<file path="config.mk">
export PLATFORM = sky130hd
export DESIGN_NAME = pipe_adder
export DESIGN_NICKNAME = d
export VERILOG_FILES = /design/src/rtl/pipe_adder.sv
export SDC_FILE = /design/constraint.sdc
export NUM_CORES = 1
export LEC_CHECK = 0
export CORE_UTILIZATION = 28
export CTS_CLUSTER_DIAMETER = 100
export CTS_CLUSTER_SIZE = 8
export DETAILED_ROUTE_END_ITERATION = 7
export MAX_ROUTING_LAYER = met4
export PLACE_DENSITY = 0.54
export SLEW_MARGIN = 20
export SYNTH_ARGS = -nofsm -noshare
export SYNTH_HDL_FRONTEND = slang
export SYNTH_SLANG_ARGS = --single-unit
</file>
<file path="constraint.sdc">
create_clock -name clk -period 4.68 [get_ports clk]
set_clock_uncertainty 0.1 [all_clocks]
set_input_delay 0.468 -clock clk [delete_from_list [all_inputs] [get_ports clk]]
set_output_delay 0.468 -clock clk [all_outputs]
set_load 0.02 [all_outputs]
</file>
<file path="src/rtl/pipe_adder.sv">
// Pipelined ripple-carry adder: CHUNK bits per stage, carry registered between stages, valid/ready on both sides.
// Optional macro PIPE_ADDER_SUB_EN adds a per-transaction 'sub' input (a - b).
module pipe_adder #(
    parameter int unsigned WIDTH = 16,
    parameter int unsigned CHUNK = 4
) (
    input  logic             clk,
    input  logic             rst_n,
    input  logic             in_valid,
    output logic             in_ready,
    input  logic [WIDTH-1:0] a,
    input  logic [WIDTH-1:0] b,
    input  logic             cin,
`ifdef PIPE_ADDER_SUB_EN
    input  logic             sub,
`endif
    output logic             out_valid,
    input  logic             out_ready,
    output logic [WIDTH-1:0] sum,
    output logic             cout,
    output logic             ovf
);

    localparam int unsigned STAGES = WIDTH / CHUNK;
    localparam int unsigned CW     = CHUNK + 1;

    logic              init_q, init_d;
    logic [STAGES-1:0] vld_q, vld_d;
    logic [STAGES-1:0] cry_q, cry_d;
    logic [WIDTH-1:0]  opa_q [STAGES];
    logic [WIDTH-1:0]  opa_d [STAGES];
    logic [WIDTH-1:0]  opb_q [STAGES];
    logic [WIDTH-1:0]  opb_d [STAGES];
    logic [WIDTH-1:0]  sum_q [STAGES];
    logic [WIDTH-1:0]  sum_d [STAGES];
    logic              ovf_q, ovf_d;

    logic              adv_c;
    logic [WIDTH-1:0]  b_in_c;
    logic              cin_in_c;
    logic [STAGES-1:0] pv_c, pc_c;
    logic [WIDTH-1:0]  pa_c [STAGES];
    logic [WIDTH-1:0]  pb_c [STAGES];
    logic [WIDTH-1:0]  ps_c [STAGES];
    logic [CHUNK:0]    res_c [STAGES];

    // Subtraction is folded in at capture: invert b and force the carry-in.
    always_comb begin
        b_in_c   = b;
        cin_in_c = cin;
`ifdef PIPE_ADDER_SUB_EN
        if (sub) begin
            b_in_c   = ~b;
            cin_in_c = 1'b1;
        end
`endif
    end

    always_comb begin
        adv_c  = !vld_q[STAGES-1] || out_ready;
        init_d = 1'b1;
        vld_d  = vld_q;
        cry_d  = cry_q;
        ovf_d  = ovf_q;
        opa_d  = opa_q;
        opb_d  = opb_q;
        sum_d  = sum_q;

        // Predecessor of stage 0 is the input port; of stage k, register k-1.
        pv_c[0] = in_valid && init_q;
        pc_c[0] = cin_in_c;
        pa_c[0] = a;
        pb_c[0] = b_in_c;
        ps_c[0] = '0;
        for (int k = 1; k < STAGES; k++) begin
            pv_c[k] = vld_q[k-1];
            pc_c[k] = cry_q[k-1];
            pa_c[k] = opa_q[k-1];
            pb_c[k] = opb_q[k-1];
            ps_c[k] = sum_q[k-1];
        end

        for (int k = 0; k < STAGES; k++) begin
            res_c[k] = {1'b0, pa_c[k][k*CHUNK +: CHUNK]} + {1'b0, pb_c[k][k*CHUNK +: CHUNK]}
                     + CW'(pc_c[k]);
            if (adv_c) begin
                vld_d[k] = pv_c[k];
                if (pv_c[k]) begin
                    opa_d[k]                   = pa_c[k];
                    opb_d[k]                   = pb_c[k];
                    cry_d[k]                   = res_c[k][CHUNK];
                    sum_d[k]                   = ps_c[k];
                    sum_d[k][k*CHUNK +: CHUNK] = res_c[k][CHUNK-1:0];
                end
            end
        end

        // Carry into the MSB recovered from the MSB sum bit of the final slice.
        if (adv_c && pv_c[STAGES-1]) begin
            ovf_d = (pa_c[STAGES-1][WIDTH-1] ^ pb_c[STAGES-1][WIDTH-1] ^ res_c[STAGES-1][CHUNK-1])
                  ^ res_c[STAGES-1][CHUNK];
        end
    end

    always_ff @(posedge clk or negedge rst_n) begin
        if (!rst_n) begin
            init_q <= 1'b0;
            vld_q  <= '0;
            cry_q  <= '0;
            ovf_q  <= 1'b0;
            for (int k = 0; k < STAGES; k++) begin
                opa_q[k] <= '0;
                opb_q[k] <= '0;
                sum_q[k] <= '0;
            end
        end else begin
            init_q <= init_d;
            vld_q  <= vld_d;
            cry_q  <= cry_d;
            ovf_q  <= ovf_d;
            for (int k = 0; k < STAGES; k++) begin
                opa_q[k] <= opa_d[k];
                opb_q[k] <= opb_d[k];
                sum_q[k] <= sum_d[k];
            end
        end
    end

    assign in_ready  = init_q && adv_c;
    assign out_valid = vld_q[STAGES-1];
    assign sum       = sum_q[STAGES-1];
    assign cout      = cry_q[STAGES-1];
    assign ovf       = ovf_q;

endmodule

</file>
After elaboration in Yosys (flattened, before gate mapping) --
Cells that the tools add are included.
Word-level totals: latch bits 0, bits in writable memories 0, word-level logic and storage cells 37, memory bits (read-only) 0, output and inout port bits 20, register bits after elaboration 146, bits of input ports 37, memories 0
Cells by class: multipliers 0, eq/ne operators 0, reductions and logical operators 9, mux-type cells 0, div/mod/pow operators 0, bitwise operators 3, order comparisons 0, shifts and indexed selects 0, add/subtract/negate cells 8
Operators by type and width (number):
- $add 4x4->5 | 4
- $add 5x1->5 | 4
- $reduce_and 2->1 | 4
- $logic_and 1x1->1 | 3
- $xor 1x1->1 | 3
- $logic_not 1->1 | 1
- $logic_or 1x1->1 | 1

Longest topological paths before layout --
depth in word-level cells 4, mapped depth 7, depth with buffers taken out 7

Least setup slack after synthesis --
No wires, ideal clock.
kind register to register, start point register cry_q[2], end point register ovf_q, in the netlist ovf, stages on the path, launching flop included 7, setup time 0.128 ns, buffers on the path 0, arrival time 1.788 ns, data required time 4.452 ns, setup slack 2.664 ns, clock period less this slack 2.016 ns, cell sequence dfrtp_1 -> fa_1 -> fa_1 -> a21o_1 -> a21oi_1 -> xnor2_1 -> o21ai_0
Between the ends: word-level cells in the longest chain between the ends 3
Ends and longest elaborated chain:
- from (decl) | line 29 | logic [STAGES-1:0] cry_q, cry_d;
- from (signal assigned) | line 119 | cry_q <= cry_d;
- $add 5x1->5 * | line 85 | + CW'(pc_c[k]);
- $xor 1x1->1 | line 100 | ovf_d = (pa_c[STAGES-1][WIDTH-1] ^ pb_c[STAGES-1][WIDTH-1] ^ res_c[STAGES-1][CHUNK-1])
- $xor 1x1->1 * | line 101 | ^ res_c[STAGES-1][CHUNK];
- to (signal assigned) | line 120 | ovf_q <= ovf_d;
- to (decl) | line 36 | logic ovf_q, ovf_d;
Every way passes the cells marked *; elsewhere a longest branch is shown, timed or not. A chain may end at the register's enable or synchronous reset.

Final worst setup path --
start point input port out_ready, end point output port in_ready
Between the ends: word-level cells in the longest chain between the ends 2
Ends and longest elaborated chain:
- from (decl) | line 18 | input logic out_ready,
- $logic_or 1x1->1 | line 60 | adv_c = !vld_q[STAGES-1] || out_ready;
- $logic_and 1x1->1 | line 129 | assign in_ready = init_q && adv_c;
- to (decl) | line 10 | output logic in_ready,
Every way passes these cells.

==> metrics <==
Internal 2.24 mW; Sw Ratio 0.312; TritonCTS clock tree done; Starting Density 0.287; width of the die 124 µm; Detail Route Antenna Nets 0; initial antenna violation count 0; # DRC 0; clock buffer depth 2; area leader, netlist dfrtp_1; largest stage delay on the critical path 0.61 ns; Max Freq 405 MHz; Worst VDD drop 0.173 mV; number of port buffers 56; synthesized area 4170 µm²; Routed WL 6970 µm; post-cts repair resize count 0; Worst Path Buf+Inv 2; HP Class primary input to asynchronous set/reset pin; Reg area 2450 µm²; Initial DRT Pass Iterations 4; crit-path cells clkdlybuf4s50_1 -> nand2b_4 -> and2_1 -> clkdlybuf4s50_1; uppermost layer routed met4; CP dominant cell by count clkdlybuf4s50_1; Rows 44; crit path max fanout 6; met3 wire len 275 µm; synth unique cells 21; Die Ht 124 µm; register area share after synthesis 0.589; fin. max-slew vios 0; met2 WL 3360 µm; utilization after layout 0.354; Total GRT Usage 0.105; worst setup path class primary input to output pin; Worst-path clk slew 0.06 ns; Final Cycle Share 0.528; Hold Buf Count CTS 0; RSZ-0062 raised after global routing false; Worst R2R Path Depth 6; total I/O pin count 57; ant diodes 0; Critical Path Slowest Stage Cell clkdlybuf4s50_1; CTS root buffer clkbuf_16; GP Congestion 0.665; FF-to-FF End ovf; yosys warns 0; Die ar. 15400 µm²; Worst Max-Slew Pin Slew 0.871 ns; CP top delay family buffers and inverters; maximum capacitance violations 0; Layout area overhead 23.5%; PnR worst setup slack 2.21 ns; setup violators final 0; clock latency on the worst-skew pair 0.33 ns; critical path endpoint category output pin; Sw Pwr 1.02 mW; internal reg-to-reg setup slack 2.51 ns; setup tns final 0 ns; pin count of the biggest net entering global routing 60; Post-CTS Setup Inserts 0; met1 WL 3190 µm; number of global-route vias before repair 2396; per-cell routed wire length 13.1 µm; Worst path depth 4; Slew headroom 0.418; post-synth top area share 0.589; largest cells by area after synthesis dfrtp_1, mux2_2, fa_1; worst r2r src cry_q[2]; layout cell share with drive strength beyond 1 0.274; Layout Nets 404; CTS buffer count 9; global route overflow 0; Hold WS 0.00118 ns; Req. time, crit path 4.11 ns; CP startpoint kind primary input; Syn Area/Cell 14.4 µm²; Flop pwr share 0.435; Logic pwr share 0.361; Final Hold Vio Count 0; fill cell count 1467; Yosys reg bits 98; global-route wire length before repair 11700 µm; H-tree levels 3; area of the multi-input gates 1590 µm²; 1st-iter DRT viols 58; outcome finished clean; leakage power 2.30 nW; Synth Instances 289; Sink Count 98; Synthesized Nets 346; total power 3.26 mW; crit path time final 2.47 ns; critical path arrival 1.90 ns; pwr dens 633 nW/µm²; pre-CTS setup slack 2.20 ns; CORE AREA 14500 µm²; clock share of power 0.204; vias per cell 4.30; detailed-route via count 2298; HPWL reported at the end of detailed placement 4880 µm
cells in the final DEF (no fill, tap or decap):
cell type        instances
a21o_1                   8
ha_1                    12
and2b_1                  1
clkbuf_1                 1
xor2_1                   7
o21ai_0                 16
nand2_1                 23
conb_1                   1
clkbuf_16                9
nand2_2                  2
and2_1                   1
dfrtp_1                 98
nand3_4                  1
clkdlybuf4s50_1         55
clkinvlp_4               1
inv_1                   12
mux2_2                  77
nand2b_1                 1
clkinv_2                 2
buf_4                    2
clkbuf_8                 1
a21oi_1                  8
xnor2_1                  2
fa_1                     8
nand2b_4                 1
metal layers:
| metal | vias up | track usage |
|---|---|---|
| met1 | 1144 | 0.127 |
| li1 | 1100 | - |
| met4 | 0 | 0.0558 |
| met2 | 41 | 0.168 |
| met5 | - | - |
| met3 | 13 | 0.0188 |
registers in the layout (all words and copies together) (netlist names):
name	flops
init_q	1
opa_q	24
cry_q	4
ps_c	24
vld_q	4
opb_q	24
ovf	1
sum	16
cell families (layout without fill, tap and decap cells):
kind of cell / Yosys count / after routing / synth area share
XOR/XNOR: 9 / 9 / 0.0189
adder cells (fa/ha/maj): 20 / 20 / 0.0745
other: 1 / 1 / 0.000900
AND/OR/NAND/NOR: 30 / 30 / 0.0355
AO/OA/AOI/OAI: 32 / 32 / 0.0433
buffers and inverters: 22 / 83 / 0.0300
flip-flops: 98 / 98 / 0.589
multiplexers: 77 / 77 / 0.208
power groups by stage:
stage,Sequential (mW),Clock [mW],Combinational [mW]
6_report,1.42,0.663,1.18
3_3_place_gp,1.44,0,1.18
5_1_grt,1.48,0.717,1.32
2_1_floorplan,1.47,0,0.779
3_5_place_dp,1.45,0,1.20
4_1_cts,1.43,0.689,1.21
through the flow:
step | instances | area [µm²]
floorplan | 289 | 4170
CTS | 534 | 5140
global route | 534 | 5140
global placement | 520 | 4880
finish | 534 | 5140
detailed placement | 520 | 4880
cells in the mapped netlist:
master	n
a21o_1	8
a21oi_1	8
and2_1	1
and2b_1	1
buf_2	4
buf_4	2
buf_6	4
conb_1	1
dfrtp_1	98
fa_1	8
ha_1	12
inv_1	12
mux2_2	77
nand2_1	24
nand2_2	1
nand2b_1	1
nand2b_4	1
nand3_4	1
o21ai_0	16
xnor2_1	2
xor2_1	7
cell type report:
| type | instances | area share |
|---|---|---|
| repair buffers | 57 | 0.110 |
| clock inverters | 3 | 0.00341 |
| inverters | 12 | 0.00876 |
| clock buffers | 11 | 0.0472 |
| flip-flops and latches | 98 | 0.477 |
| multi-input cells | 169 | 0.309 |
| well taps | 184 | 0.0448 |
worst max-delay path by stage:
stage                         start         to  slack, ns
final                     out_ready   in_ready       2.21
after global routing      out_ready   in_ready       2.16
after CTS                 out_ready   in_ready       2.17
after detailed placement  out_ready   in_ready       2.20
after global placement    out_ready  opa_q[43]       2.06
after floorplan            cry_q[2]        ovf       2.66
Power figures use the tool's default switching activity.
